File: src/rtl/adc_joystick_pkg.sv
// Shared FSM state type, LTC2308 config constants and the DIN config-word helper
// used by the joystick sampler.
package adc_joystick_pkg;

  typedef enum logic [1:0] {
    S_IDLE,
    S_CONV,
    S_SHIFT,
    S_STORE
  } state_t;

  localparam logic CFG_SD  = 1'b1;
  localparam logic CFG_UNI = 1'b1;
  localparam logic CFG_SLP = 1'b0;

  localparam int FRAME_BITS = 12;
  localparam int DATA_W     = 12;

  // LTC2308 DIN order is S/D, O/S, S1, S0, UNI, SLP; O/S is ch[0] and S1/S0 are ch[2:1].
  function automatic logic [5:0] cfg_word(input logic [2:0] ch);
    return {CFG_SD, ch[0], ch[2], ch[1], CFG_UNI, CFG_SLP};
  endfunction

endpackage

File: src/rtl/adc_sclk_gen.sv
// Serial clock divider for the LTC2308 interface: adc_sclk toggles every CLK_DIV
// cycles while en is high, starting low, with combinational rise/fall strobes.
module adc_sclk_gen #(
  parameter int CLK_DIV = 2
) (
  input  logic clk,
  input  logic reset_n,
  input  logic en,
  output logic adc_sclk,
  output logic rise_pulse,
  output logic fall_pulse
);

  localparam logic [7:0] DIV_LAST = 8'(CLK_DIV - 1);

  logic [7:0] div_cnt;
  logic       phase_end;

  // Strobes are high in the cycle whose closing edge flips adc_sclk.
  assign phase_end  = en && (div_cnt == DIV_LAST);
  assign rise_pulse = phase_end && !adc_sclk;
  assign fall_pulse = phase_end && adc_sclk;

  always_ff @(posedge clk) begin
    if (!reset_n || !en) begin
      div_cnt  <= '0;
      adc_sclk <= 1'b0;
    end else if (phase_end) begin
      div_cnt  <= '0;
      adc_sclk <= ~adc_sclk;
    end else begin
      div_cnt <= div_cnt + 8'd1;
    end
  end

endmodule

File: src/rtl/adc_joystick_sampler.sv
// LTC2308 channel scanner with a one-deep valid/ready output register.
// Define ADC_JOY_AVG_EN to emit 4-frame per-channel averages instead of raw results.
module adc_joystick_sampler
  import adc_joystick_pkg::*;
#(
  parameter int CLK_DIV   = 2,
  parameter int NUM_CH    = 4,
  parameter int CONV_WAIT = 80
) (
  input  logic              clk,
  input  logic              reset_n,
  input  logic              enable,
  output logic              adc_sclk,
  output logic              adc_cs_n,
  output logic              adc_din,
  input  logic              adc_dout,
  output logic              sample_valid,
  input  logic              sample_ready,
  output logic [2:0]        sample_ch,
  output logic [DATA_W-1:0] sample_data,
  output logic [7:0]        drop_count
);

  localparam logic [15:0] WAIT_LAST = 16'(CONV_WAIT - 1);
  localparam logic [2:0]  CH_LAST   = 3'(NUM_CH - 1);
  localparam logic [3:0]  BIT_LAST  = 4'(FRAME_BITS - 1);

  state_t                  state;
  logic [15:0]             wait_cnt;
  logic [3:0]              bit_cnt;
  logic [FRAME_BITS-1:0]   tx_sr;
  logic [FRAME_BITS-1:0]   rx_sr;
  logic [2:0]              cfg_ch;
  logic [2:0]              prev_ch;
  logic                    priming;
  logic                    rise_pulse;
  logic                    fall_pulse;
  logic                    emit;
  logic [DATA_W-1:0]       emit_data;

  adc_sclk_gen #(.CLK_DIV(CLK_DIV)) u_sclk_gen (
    .clk        (clk),
    .reset_n    (reset_n),
    .en         (state == S_SHIFT),
    .adc_sclk   (adc_sclk),
    .rise_pulse (rise_pulse),
    .fall_pulse (fall_pulse)
  );

`ifdef ADC_JOY_AVG_EN
  logic [13:0] acc [8];
  logic [1:0]  acc_cnt [8];
  logic [13:0] acc_sum;

  // The fourth frame of a channel emits its sum/4 and restarts that accumulator.
  assign acc_sum   = acc[prev_ch] + 14'(rx_sr);
  assign emit      = !priming && (acc_cnt[prev_ch] == 2'd3);
  assign emit_data = acc_sum[13:2];

  always_ff @(posedge clk) begin
    if (!reset_n) begin
      for (int i = 0; i < 8; i++) begin
        acc[i]     <= '0;
        acc_cnt[i] <= '0;
      end
    end else if (state == S_STORE && !priming) begin
      if (acc_cnt[prev_ch] == 2'd3) begin
        acc[prev_ch]     <= '0;
        acc_cnt[prev_ch] <= '0;
      end else begin
        acc[prev_ch]     <= acc_sum;
        acc_cnt[prev_ch] <= acc_cnt[prev_ch] + 2'd1;
      end
    end
  end
`else
  assign emit      = !priming;
  assign emit_data = rx_sr;
`endif

  // Data in a frame belongs to prev_ch because the LTC2308 converts the channel
  // configured one frame earlier; the first frame of a scan run is discarded.
  always_ff @(posedge clk) begin
    if (!reset_n) begin
      state        <= S_IDLE;
      adc_cs_n     <= 1'b0;
      adc_din      <= 1'b0;
      wait_cnt     <= '0;
      bit_cnt      <= '0;
      tx_sr        <= '0;
      rx_sr        <= '0;
      cfg_ch       <= '0;
      prev_ch      <= '0;
      priming      <= 1'b1;
      sample_valid <= 1'b0;
      sample_ch    <= '0;
      sample_data  <= '0;
      drop_count   <= '0;
    end else begin
      if (sample_valid && sample_ready) begin
        sample_valid <= 1'b0;
      end

      case (state)
        S_IDLE: begin
          adc_cs_n <= 1'b0;
          adc_din  <= 1'b0;
          if (enable) begin
            state    <= S_CONV;
            adc_cs_n <= 1'b1;
            wait_cnt <= '0;
          end else begin
            priming <= 1'b1;
          end
        end

        S_CONV: begin
          if (wait_cnt == WAIT_LAST) begin
            state                <= S_SHIFT;
            adc_cs_n             <= 1'b0;
            bit_cnt              <= '0;
            {adc_din, tx_sr}     <= {cfg_word(cfg_ch), {(FRAME_BITS - 5){1'b0}}};
          end else begin
            wait_cnt <= wait_cnt + 16'd1;
          end
        end

        S_SHIFT: begin
          if (rise_pulse) begin
            rx_sr <= {rx_sr[FRAME_BITS-2:0], adc_dout};
          end
          if (fall_pulse) begin
            adc_din <= tx_sr[FRAME_BITS-1];
            tx_sr   <= {tx_sr[FRAME_BITS-2:0], 1'b0};
            if (bit_cnt == BIT_LAST) begin
              state <= S_STORE;
            end else begin
              bit_cnt <= bit_cnt + 4'd1;
            end
          end
        end

        S_STORE: begin
          if (emit) begin
            if (!sample_valid || sample_ready) begin
              sample_valid <= 1'b1;
              sample_data  <= emit_data;
              sample_ch    <= prev_ch;
            end else if (drop_count != 8'hFF) begin
              drop_count <= drop_count + 8'd1;
            end
          end
          priming <= 1'b0;
          prev_ch <= cfg_ch;
          cfg_ch  <= (cfg_ch == CH_LAST) ? 3'd0 : cfg_ch + 3'd1;
          state   <= S_IDLE;
        end

        default: state <= S_IDLE;
      endcase
    end
  end

endmodule
File: config.mk
export PLATFORM = sky130hd
export DESIGN_NAME = adc_joystick_sampler
export DESIGN_NICKNAME = d
export VERILOG_FILES = /design/src/rtl/adc_joystick_pkg.sv /design/src/rtl/adc_sclk_gen.sv /design/src/rtl/adc_joystick_sampler.sv
export SDC_FILE = /design/constraint.sdc
export NUM_CORES = 1
export LEC_CHECK = 0
export ABC_AREA = 1
export BUFFER_PORTS_ARGS = -buffer_cell sky130_fd_sc_hd__clkbuf_2
export CAP_MARGIN = 40
export CORE_ASPECT_RATIO = 0.6
export CORE_MARGIN = 1.5
export CORE_UTILIZATION = 30
export DETAILED_ROUTE_END_ITERATION = 12
export PLACE_DENSITY = 0.52
export SETUP_SLACK_MARGIN = 0.4
export SYNTH_ARGS = -nofsm -noshare
export SYNTH_HDL_FRONTEND = slang
export SYNTH_HIERARCHICAL = 1
export SYNTH_SLANG_ARGS = --single-unit
File: constraint.sdc
create_clock -name clk -period 2.57 [get_ports clk]
set_clock_uncertainty 0.2 [all_clocks]
set_input_delay 0 -clock clk [delete_from_list [all_inputs] [get_ports clk]]
set_output_delay 0 -clock clk [all_outputs]
set_load 0.01 [all_outputs]
==> run_results.csv, run 1 <==
group,metric,value,unit
power_and_ir_drop,leakage,1.999,nW
status,outcome,"finished, final reports clean",
sta,final.min_clock_period,2.020,ns
sta,drv_slew,0,
clock_tree,cts_tree,"yes",
layout,final_area,4691,um2
global_route,grt_pass1_vias,3126,
layout,area_delta_synth_final,16.79,%
route,routed_wl,9480,um
clock_tree,path_clk_slew,0.06,ns
clock_tree,worstSkewPairLatency,0.33,ns
min_path,hold_start,"tx_sr[11]",
sta,fmax,495.1,MHz
sta,fin_crit_sh,78.59,%
die,start_util,31.06,%
route,detail_route.iter0.violations,222,
yosys,synth_nets,608,
yosys,yosys-top-cells-count,"nor2_1, nand2_1, dfxtp_1, inv_1, o21ai_0",
global_route,grt_max_degree,24,
yosys,synth_area,4016,um2
route,firstDrtPassIters,4,
clock_tree,clock-sinks,80,
sta,relSlewSlack,64.69,%
die,ios,32,
layout,n_antenna_cell,0,
critical_path,path_max_fanout,13,
critical_path,arrival,2.05,ns
sta,tightest_slew,0.5290,ns
sta,final-hold-violation-count,0,
clock_tree,clockRootBuffer,"clkbuf_16",
yosys,async_reset_ff_share,0,%
die,die_h,92.63,um
critical_path,critical_path.max_stage_delay,0.41,ns
die,coreArea,12930,um2
critical_path,end_kind,"flop",
yosys,synth-main-ff-cell,"dfxtp_1",
global_route,grt_pass1_wl,15440,um
die,num_rows,32,
critical_path,rrSetupSlack,0.55,ns
layout,drive_gt1_share,12.82,%
route,via_per_inst,4.582,
die,die_w,152.4,um
global_route,gr-usage-all-layers,13.73,%
yosys,yosysTopAreaCellShare,39.88,%
min_path,min_path_type,"flop to flop",
yosys,ys.warnings.count,6,
global_route,antenna_found_initial,0,
place,gp_congestion,0.8392,
route,vias,3675,
power_and_ir_drop,peakVddDrop,0.0003464,V
sta,final-setup-viol-count,0,
critical_path,reg2regPathDepth,8,
critical_path,crit-reg2reg-launch,"state[1]",
route,remaining_drc_errors,0,
sta,finalSetupTns,0,ns
flow_run,maxCapViolCount,0,
layout,nFillCells,1380,
yosys,yosys.area.top_type,"dfxtp_1",
die,die_area,14110,um2
critical_path,r2r-end,"wait_cnt[11]",
place,dp_hpwl,6644,um
clock_tree,numCtsBuffers,9,
yosys,ys_seq_area_share,39.88,%
yosys,synth_cell_types,34,
yosys,avgSynthCellArea,6.784,um2
yosys,synth_edf_count,0,
route,antenna_left,0,
place,io_buffer_count,31,
yosys,netlist_top_cells_area,"dfxtp_1, nor2_1, nand2_1",
layout,multi_input_area,2073,um2
yosys,synth_most_common_cell,"nor2_1",
critical_path,crit_path_start_kind,"flop",
yosys,synth_seq_cells,80,
critical_path,required,2.60,ns
critical_path,path_cells,"inv_1, ha_1, inv_1, nand2_2, nand3_4, nand2_1, nand2_1, nor2_1",
global_route,gr-total-overflow,0,
min_path,min_to,"tx_sr[11]",
min_path,hold_depth,2,
layout,fin_nets,643,
clock_tree,htreeDepth,3,
critical_path,critPathSlowestCell,"dfxtp_1",
route,wire_per_inst,11.82,um
critical_path,critPathKind,"flop to flop",
place,place_area,4278,um2
yosys,syn_inst,592,
layout,regArea,1602,um2
power_and_ir_drop,power_density,864.5,nW/um2
sta,rsz0062_at_grt,"true",
clock_tree,cts_max_path_buffers,2,
stage by stage:
stage / util (%) / setup slack, ns / hold slack (ns) / total power [mW] / std cells
3_5_place_dp: 33.08 / 0.3199 / 0.08752 / 2.747 / 778
3_3_place_gp: 33.08 / 0.4050 / 0.08007 / 2.731 / 778
6_report: 36.27 / 0.5502 / 0.2736 / 4.055 / 802
5_1_grt: 36.27 / 0.3683 / 0.2944 / 4.387 / 802
2_1_floorplan: - / 0.7434 / -0.03631 / 2.568 / 592
4_1_cts: 35.72 / 0.4460 / 0.2743 / 4.040 / 798
state kept, by name, indices dropped and copies added, names as in the netlist:
register / flops
prev_ch: 3
sample_valid: 1
sample_data: 12
wait_cnt: 16
sample_ch: 3
cfg_ch: 3
u_sclk_gen/div_cnt: 8
adc_cs_n: 1
priming: 1
adc_din: 1
emit_data: 12
state: 2
drop_count: 8
bit_cnt: 4
tx_sr: 4
u_sclk_gen/adc_sclk: 1
placed cells by master (no fill, tap or decap), types with 5 or more instances in the layout:
master,Yosys,layout
ha_1,11,10
inv_1,60,57
nand4_1,22,22
nand2_2,2,5
xnor2_1,5,5
nand2_1,135,132
nor2_1,142,142
o21ai_0,44,40
buf_4,2,7
a21oi_1,24,24
dfxtp_1,80,80
clkbuf_2,0,31
nand3_1,17,17
clkbuf_16,0,9
power breakdown:
part           internal, mW  leakage [nW]  switching, mW
Clock                 0.718         0.144          0.530
Sequential             1.38         0.648          0.122
Combinational         0.419          1.21          0.889
per-layer routing:
layer / vias up / global-route usage, % / share of wire (%) / routed length [um]
li1: 1950 / - / - / -
met1: 1638 / 20.76 / 56 / 5316
met2: 77 / 18.06 / 38 / 3583
met3: 10 / 3.978 / 4.9 / 468
met4: 0 / 4.531 / 1.2 / 112
met5: - / 0 / 0 / 0
what timing repair did:
| action | CTS | global route |
|---|---|---|
| endpoints found under the setup margin | 14 | 34 |
| hold buffers | 4 | 0 |
| setup buffers | 0 | 2 |
| resized for setup | 3 | 12 |
| cloned | 0 | 2 |
| endpoints found under the hold margin | 17 | 0 |
| pin swaps | 0 | 1 |
final cells by class:
class / instances / share of cell area [%]
clock inverter: 4 / 0.7469
timing repair buffer: 43 / 5.708
tap: 170 / 4.535
timing repair inverter: 1 / 0.1600
multi-input combinational: 430 / 44.20
sequential: 80 / 34.14
inverter: 62 / 5.041
clock buffer: 12 / 5.468
worst max path at each step:
stage	from	end	slack, ns
floorplan	state[0]	bit_cnt[0]	0.74
global placement	state[0]	bit_cnt[0]	0.40
detailed placement	state[1]	wait_cnt[11]	0.32
CTS	state[0]	emit_data[7]	0.45
global route	state[1]	wait_cnt[9]	0.37
finish	state[1]	wait_cnt[11]	0.55
logic make-up (layout without fill, tap and decap cells):
logic type      Yosys count  count (layout)  share of synthesized area, %
buf+inv                  83             122                         9.564
fa+ha+maj                11              11                         3.427
flops                    80              80                         39.88
simple gates            335             336                         35.30
xor+xnor                  9               9                         1.962
compound gates           74              74                         9.876
critical path, delay by kind of cell (launching register included):
kind	cells	cell delay, ns
AND/OR/NAND/NOR	5	0.71
adder cells (fa/ha/maj)	1	0.20
buffers and inverters	2	0.39
flip-flops	1	0.41
No activity file was read; power rests on OpenSTA's default activity.
==> inputs of run 2 (changes only) <==
- PLACE_DENSITY: 0.52 -> 0.53
- clock period: 2.57 -> 1.6 ns (I/O delays scaled with it)
==> run 2 against run 1 <==
Effect of this change:
- the run now ends with negative hold slack, negative setup slack left
- die area unchanged
- routed wire length increased by 17%
- critical endpoint is now emit_data[8]
- largest cell class unchanged
- final cell count rose by 9.2%
==> run_results.csv, run 2 (synthesized netlist as in run 1, its figures left out) <==
group,metric,value,unit
status,outcome,"finished, violations left",
status,violations,"negative hold slack, negative setup slack",
die,ios,32,
layout,n_antenna_cell,0,
sta,finalSetupTns,-2.530,ns
clock_tree,worstSkewPairLatency,0.34,ns
die,start_util,31.06,%
route,routed_wl,11050,um
min_path,hold_start,"sample_ready",
die,num_rows,32,
power_and_ir_drop,power_density,1406,nW/um2
flow_run,maxCapViolCount,0,
sta,relSlewSlack,63.66,%
sta,final.min_clock_period,1.723,ns
power_and_ir_drop,peakVddDrop,0.0006240,V
power_and_ir_drop,p_switching,3.022,mW
layout,final_cell_mix,"nor2_1, nand2_1, dfxtp_1",
sta,rsz0062_at_grt,"true",
route,vias,4044,
route,wire_per_inst,12.62,um
layout,final_common_cell,"nor2_1",
critical_path,arrival,1.75,ns
critical_path,critPathSlowestCell,"dfxtp_4",
sta,setup_slack,-0.1233,ns
place,io_buffer_count,31,
global_route,grt_pass1_vias,3875,
critical_path,crit_path_start_kind,"flop",
global_route,grt_max_degree,21,
critical_path,required,1.63,ns
die,die_area,14110,um2
min_path,hold_depth,4,
sta,drv_slew,0,
route,remaining_drc_errors,0,
global_route,antenna_found_initial,0,
die,die_w,152.4,um
sta,final-setup-viol-count,43,
critical_path,critPathKind,"flop to flop",
clock_tree,clockRootBuffer,"clkbuf_16",
min_path,min_to,"sample_valid",
die,coreArea,12930,um2
power_and_ir_drop,total_power,8.108,mW
global_route,grt_pass1_wl,18470,um
layout,drive_gt1_share,34.28,%
sta,fmax,580.3,MHz
critical_path,path_cells,"ha_4, nand2_4, inv_2, nand2_2, nor2_4, inv_2, nor2_2, nand2_2, buf_12, o21ai_2, nor2_1",
critical_path,path_max_fanout,8,
clock_tree,clock-sinks,80,
layout,fin_nets,718,
power_and_ir_drop,clock_power_share,23.7,%
power_and_ir_drop,leakage,2.508,nW
route,firstDrtPassIters,5,
place,gp_congestion,0.8397,
global_route,gr-usage-all-layers,16.16,%
sta,tightest_slew,0.5446,ns
power_and_ir_drop,swShare,37.27,%
layout,top_register,"wait_cnt",
power_and_ir_drop,p_int,5.086,mW
sta,fin_crit_sh,107.7,%
layout,area_delta_synth_final,43.55,%
power_and_ir_drop,p_comb_share,46.6,%
critical_path,rrSetupSlack,-0.12,ns
global_route,gr-total-overflow,0,
critical_path,end_kind,"flop",
critical_path,reg2regPathDepth,11,
route,via_per_inst,4.616,
sta,final-hold-violation-count,1,
clock_tree,path_clk_slew,0.06,ns
route,antenna_left,0,
layout,nFillCells,1286,
min_path,min_path_type,"primary input to flop",
power_and_ir_drop,power.share.sequential,29.7,%
critical_path,crit-reg2reg-launch,"state[1]",
place,dp_hpwl,7407,um
clock_tree,cts_hold_buffers,2,
clock_tree,numCtsBuffers,9,
die,die_h,92.63,um
critical_path,critical_path.max_stage_delay,0.39,ns
clock_tree,cts_max_path_buffers,2,
layout,largest_register_ffs,16,
critical_path,r2r-end,"emit_data[8]",
sta,timing.hold.ws,-0.1520,ns
clock_tree,htreeDepth,3,
route,detail_route.iter0.violations,251,
clock_tree,cts_tree,"yes",
run 2: worst max-delay path by stage:
stage / startpoint / end / slack (ns) / depth (start not counted)
6_report: state[1] / emit_data[8] / -0.12 / 11
5_1_grt: state[1] / emit_data[8] / -0.22 / 11
4_1_cts: state[0] / emit_data[8] / -0.1 / 13
3_5_place_dp: state[0] / emit_data[8] / -0.18 / 13
3_3_place_gp: state[0] / emit_data[4] / -0.16 / 13
2_1_floorplan: state[0] / emit_data[10] / -0.06 / 12
run 2: final cells by class:
type                            count  area [um2]  share of cell area [%]
Clock buffer                       12       256.5                   4.449
Clock inverter                      3       17.52                  0.3038
Inverter                           62       252.7                   4.384
Multi-Input combinational cell    430        2415                   41.88
Sequential cell                    80        1618                   28.06
Tap cell                          170       212.7                   3.689
Timing Repair Buffer              118       977.2                   16.95
Timing Repair inverter              1       16.27                  0.2821
run 2: through the flow:
step	utilization, %	std cells	setup slack, ns	area [um2]
after detailed placement	37.20	839	-0.1816	4811
after floorplan	-	592	-0.06440	4086
after global placement	37.20	839	-0.1627	4811
after global routing	44.58	876	-0.2184	5766
after CTS	42.44	871	-0.09883	5489
final	44.58	876	-0.1233	5766
run 2: layer usage:
metal	vias up	routed length [um]	global-route usage (%)
met5	-	0	0
met4	0	142	5.987
met3	13	471	3.182
met2	98	4649	23.57
met1	1834	5788	23.38
li1	2099	-	-
run 2: critical path, delay by kind of cell, from the launching register on:
| kind | cells | cell delay, ns |
|---|---|---|
| AND/OR/NAND/NOR | 6 | 0.47 |
| AO/OA/AOI/OAI | 1 | 0.13 |
| flip-flops | 1 | 0.39 |
| adder cells (fa/ha/maj) | 1 | 0.15 |
| buffers and inverters | 3 | 0.26 |
run 2: power groups by stage:
stage | logic, mW | registers [mW] | clock network (mW)
floorplan | 1.78 | 2.43 | 0
global placement | 2.59 | 2.44 | 0
detailed placement | 2.64 | 2.44 | 0
CTS | 3.42 | 2.40 | 1.97
global route | 4.19 | 2.43 | 2.07
finish | 3.78 | 2.40 | 1.92
run 2: what timing repair did:
item / 4_1_cts / 5_1_grt
resized for setup: 68 / 78
endpoints found under the setup margin: 80 / 80
hold endpoints to repair: 5 / 1
pin swaps: 19 / 35
setup buffers: 9 / 3
cloned: 6 / 2
==> inputs of run 3 (changes only) <==
- CORE_ASPECT_RATIO: 0.6 -> 0.5
- CORE_UTILIZATION: 30 -> 54
- PLACE_DENSITY: 0.53 -> 0.82
==> run 3 against run 2 <==
Effect of this change:
- the run still ends with negative hold slack, negative setup slack left
- register-to-register slack worse by 0.54 ns
- combinational power down 2%
- routed wire length increased by 36%
- total power rose by 2.2%
- non-clock buffer count fell by 7
- worst setup slack worse by 0.54 ns
- sequential power barely moved
- flip-flop and latch count unchanged
- largest power group unchanged
==> run_results.csv, run 3 (synthesized netlist as in run 1, its figures left out) <==
group,metric,value,unit
status,outcome,"finished, violations left",
status,violations,"negative hold slack, negative setup slack",
route,detail_route.iter0.violations,588,
die,ios,32,
sta,fmax,441.2,MHz
layout,top_register,"wait_cnt",
layout,final_cell_count_no_fill,791,
clock_tree,path_clk_slew,0.07,ns
clock_tree,numCtsBuffers,9,
global_route,antenna_found_initial,0,
sta,final-setup-viol-count,72,
route,vias,4793,
power_and_ir_drop,leakage,2.471,nW
power_and_ir_drop,clock_power_share,25.9,%
global_route,gr-usage-all-layers,29.13,%
layout,area_delta_synth_final,41.25,%
die,start_util,57.90,%
route,antenna_left,0,
layout,final_cell_mix,"nand2_1, nor2_1, dfxtp_1",
route,wire_per_inst,19.02,um
die,num_rows,21,
die,coreArea,6937,um2
min_path,min_path_type,"primary input to flop",
place,gp_congestion,0.9004,
global_route,grt_pass1_wl,18610,um
layout,final_util,81.78,%
global_route,grt_max_degree,26,
power_and_ir_drop,p_int,4.964,mW
die,die_h,63.98,um
clock_tree,htreeDepth,3,
place,pre_cts_slack,-0.1887,ns
critical_path,end_kind,"flop",
global_route,grt_pass1_vias,4044,
die,die_area,7995,um2
power_and_ir_drop,peakVddDrop,0.0008283,V
critical_path,crit_path_start_kind,"flop",
sta,drv_slew,0,
sta,relSlewSlack,60.95,%
place,dp_hpwl,6404,um
critical_path,critPathKind,"flop to flop",
place,io_buffer_count,31,
power_and_ir_drop,p_comb_share,44.7,%
layout,fin_nets,710,
sta,tightest_slew,0.5850,ns
power_and_ir_drop,p_switching,3.322,mW
sta,final-hold-violation-count,1,
sta,fin_crit_sh,141.7,%
clock_tree,cts_hold_buffers,4,
die,die_w,125.0,um
sta,final.min_clock_period,2.266,ns
route,firstDrtPassIters,7,
flow_run,maxCapViolCount,0,
clock_tree,cts_max_path_buffers,2,
clock_tree,clock-sinks,80,
layout,n_antenna_cell,0,
sta,setup_slack,-0.6665,ns
layout,drive_gt1_share,33.91,%
critical_path,arrival,2.35,ns
power_and_ir_drop,power_density,1461,nW/um2
sta,timing.hold.ws,-0.06188,ns
power_and_ir_drop,total_power,8.286,mW
clock_tree,worstSkewPairLatency,0.35,ns
power_and_ir_drop,power.share.sequential,29.4,%
clock_tree,cts_tree,"yes",
layout,largest_register_ffs,16,
route,via_per_inst,6.059,
global_route,gr-total-overflow,0,
clock_tree,clockRootBuffer,"clkbuf_16",
route,routed_wl,15050,um
sta,rsz0062_at_grt,"true",
layout,nFillCells,386,
layout,final_common_cell,"nand2_1",
critical_path,required,1.68,ns
power_and_ir_drop,swShare,40.09,%
place,dpl.cell_count,752,
critical_path,path_max_fanout,4,
route,remaining_drc_errors,0,
==> run 3: changes by cell type in the layout (fill, tap and decap cells not counted), sizes merged <==
cell | previous run | this run
clkbuf | 44 | 41
buf | 84 | 76
clkinv | 4 | 3
dlygate4sd3 | 2 | 4
inv | 61 | 62
bufinv | 0 | 1
clkinvlp | 1 | 2
==> run 3: power groups by stage <==
| stage | combinational, mW | sequential, mW | clock, mW |
|---|---|---|---|
| floorplan | 1.78 | 2.43 | 0 |
| global placement | 2.50 | 2.41 | 0 |
| detailed placement | 2.56 | 2.43 | 0 |
| CTS | 2.83 | 2.39 | 2.09 |
| global route | 3.95 | 2.45 | 2.23 |
| finish | 3.71 | 2.43 | 2.14 |
==> run 3: routing by layer <==
| metal | vias up | part of all wire [%] | global-route usage (%) |
|---|---|---|---|
| li1 | 2078 | - | - |
| met4 | 0 | 7.2 | 17.47 |
| met1 | 2154 | 37 | 33.47 |
| met2 | 419 | 45 | 49.18 |
| met5 | - | 0 | 0 |
| met3 | 142 | 11 | 8.208 |
==> run 3: path summary, 6_finish.rpt <==
| check | from | end | cells past startpoint | slack, ns |
|---|---|---|---|---|
| worst max-delay path | bit_cnt[1] | state[0] | 7 | -0.67 |
| worst min-delay path | sample_ready | sample_valid | 4 | -0.06 |
| worst max register to register | bit_cnt[1] | state[0] | 7 | -0.67 |
| worst min register to register | sample_data[5] | sample_data[5] | 2 | 0.30 |
==> run 3: worst max-delay path, cell delays in order, from the launching register on <==
cell and delay [ns]:
dfxtp_1 0.45, ha_1 0.28, nand2_1 0.14, a21oi_2 0.37
nand3_1 0.34, nand2_1 0.21, inv_1 0.06, nor2_1 0.13
==> run 3: stage by stage <==
stage | TNS [ns] | area (um2)
global route | -16.63 | 5673
CTS | -3.177 | 5264
floorplan | -0.6807 | 4086
global placement | -3.439 | 4646
finish | -13.47 | 5673
detailed placement | -5.749 | 4646
==> run 3: area by class of cell <==
| class | count | area, um2 | area share, % |
|---|---|---|---|
| well taps | 92 | 115.1 | 2.029 |
| multi-input cells | 430 | 2499 | 44.05 |
| clock buffers | 10 | 229.0 | 4.036 |
| flip-flops and latches | 80 | 1620 | 28.56 |
| inverters | 62 | 249.0 | 4.389 |
| repair buffers | 111 | 892.1 | 15.73 |
| clock inverters | 6 | 68.82 | 1.213 |
==> run 3: repair_timing <==
item / 4_1_cts / 5_1_grt
gates cloned: 2 / 0
buffers inserted: 9 / 8
resized for setup: 77 / 93
endpoints found under the hold margin: 12 / 1
setup endpoints to repair: 80 / 80
pin swaps: 11 / 19
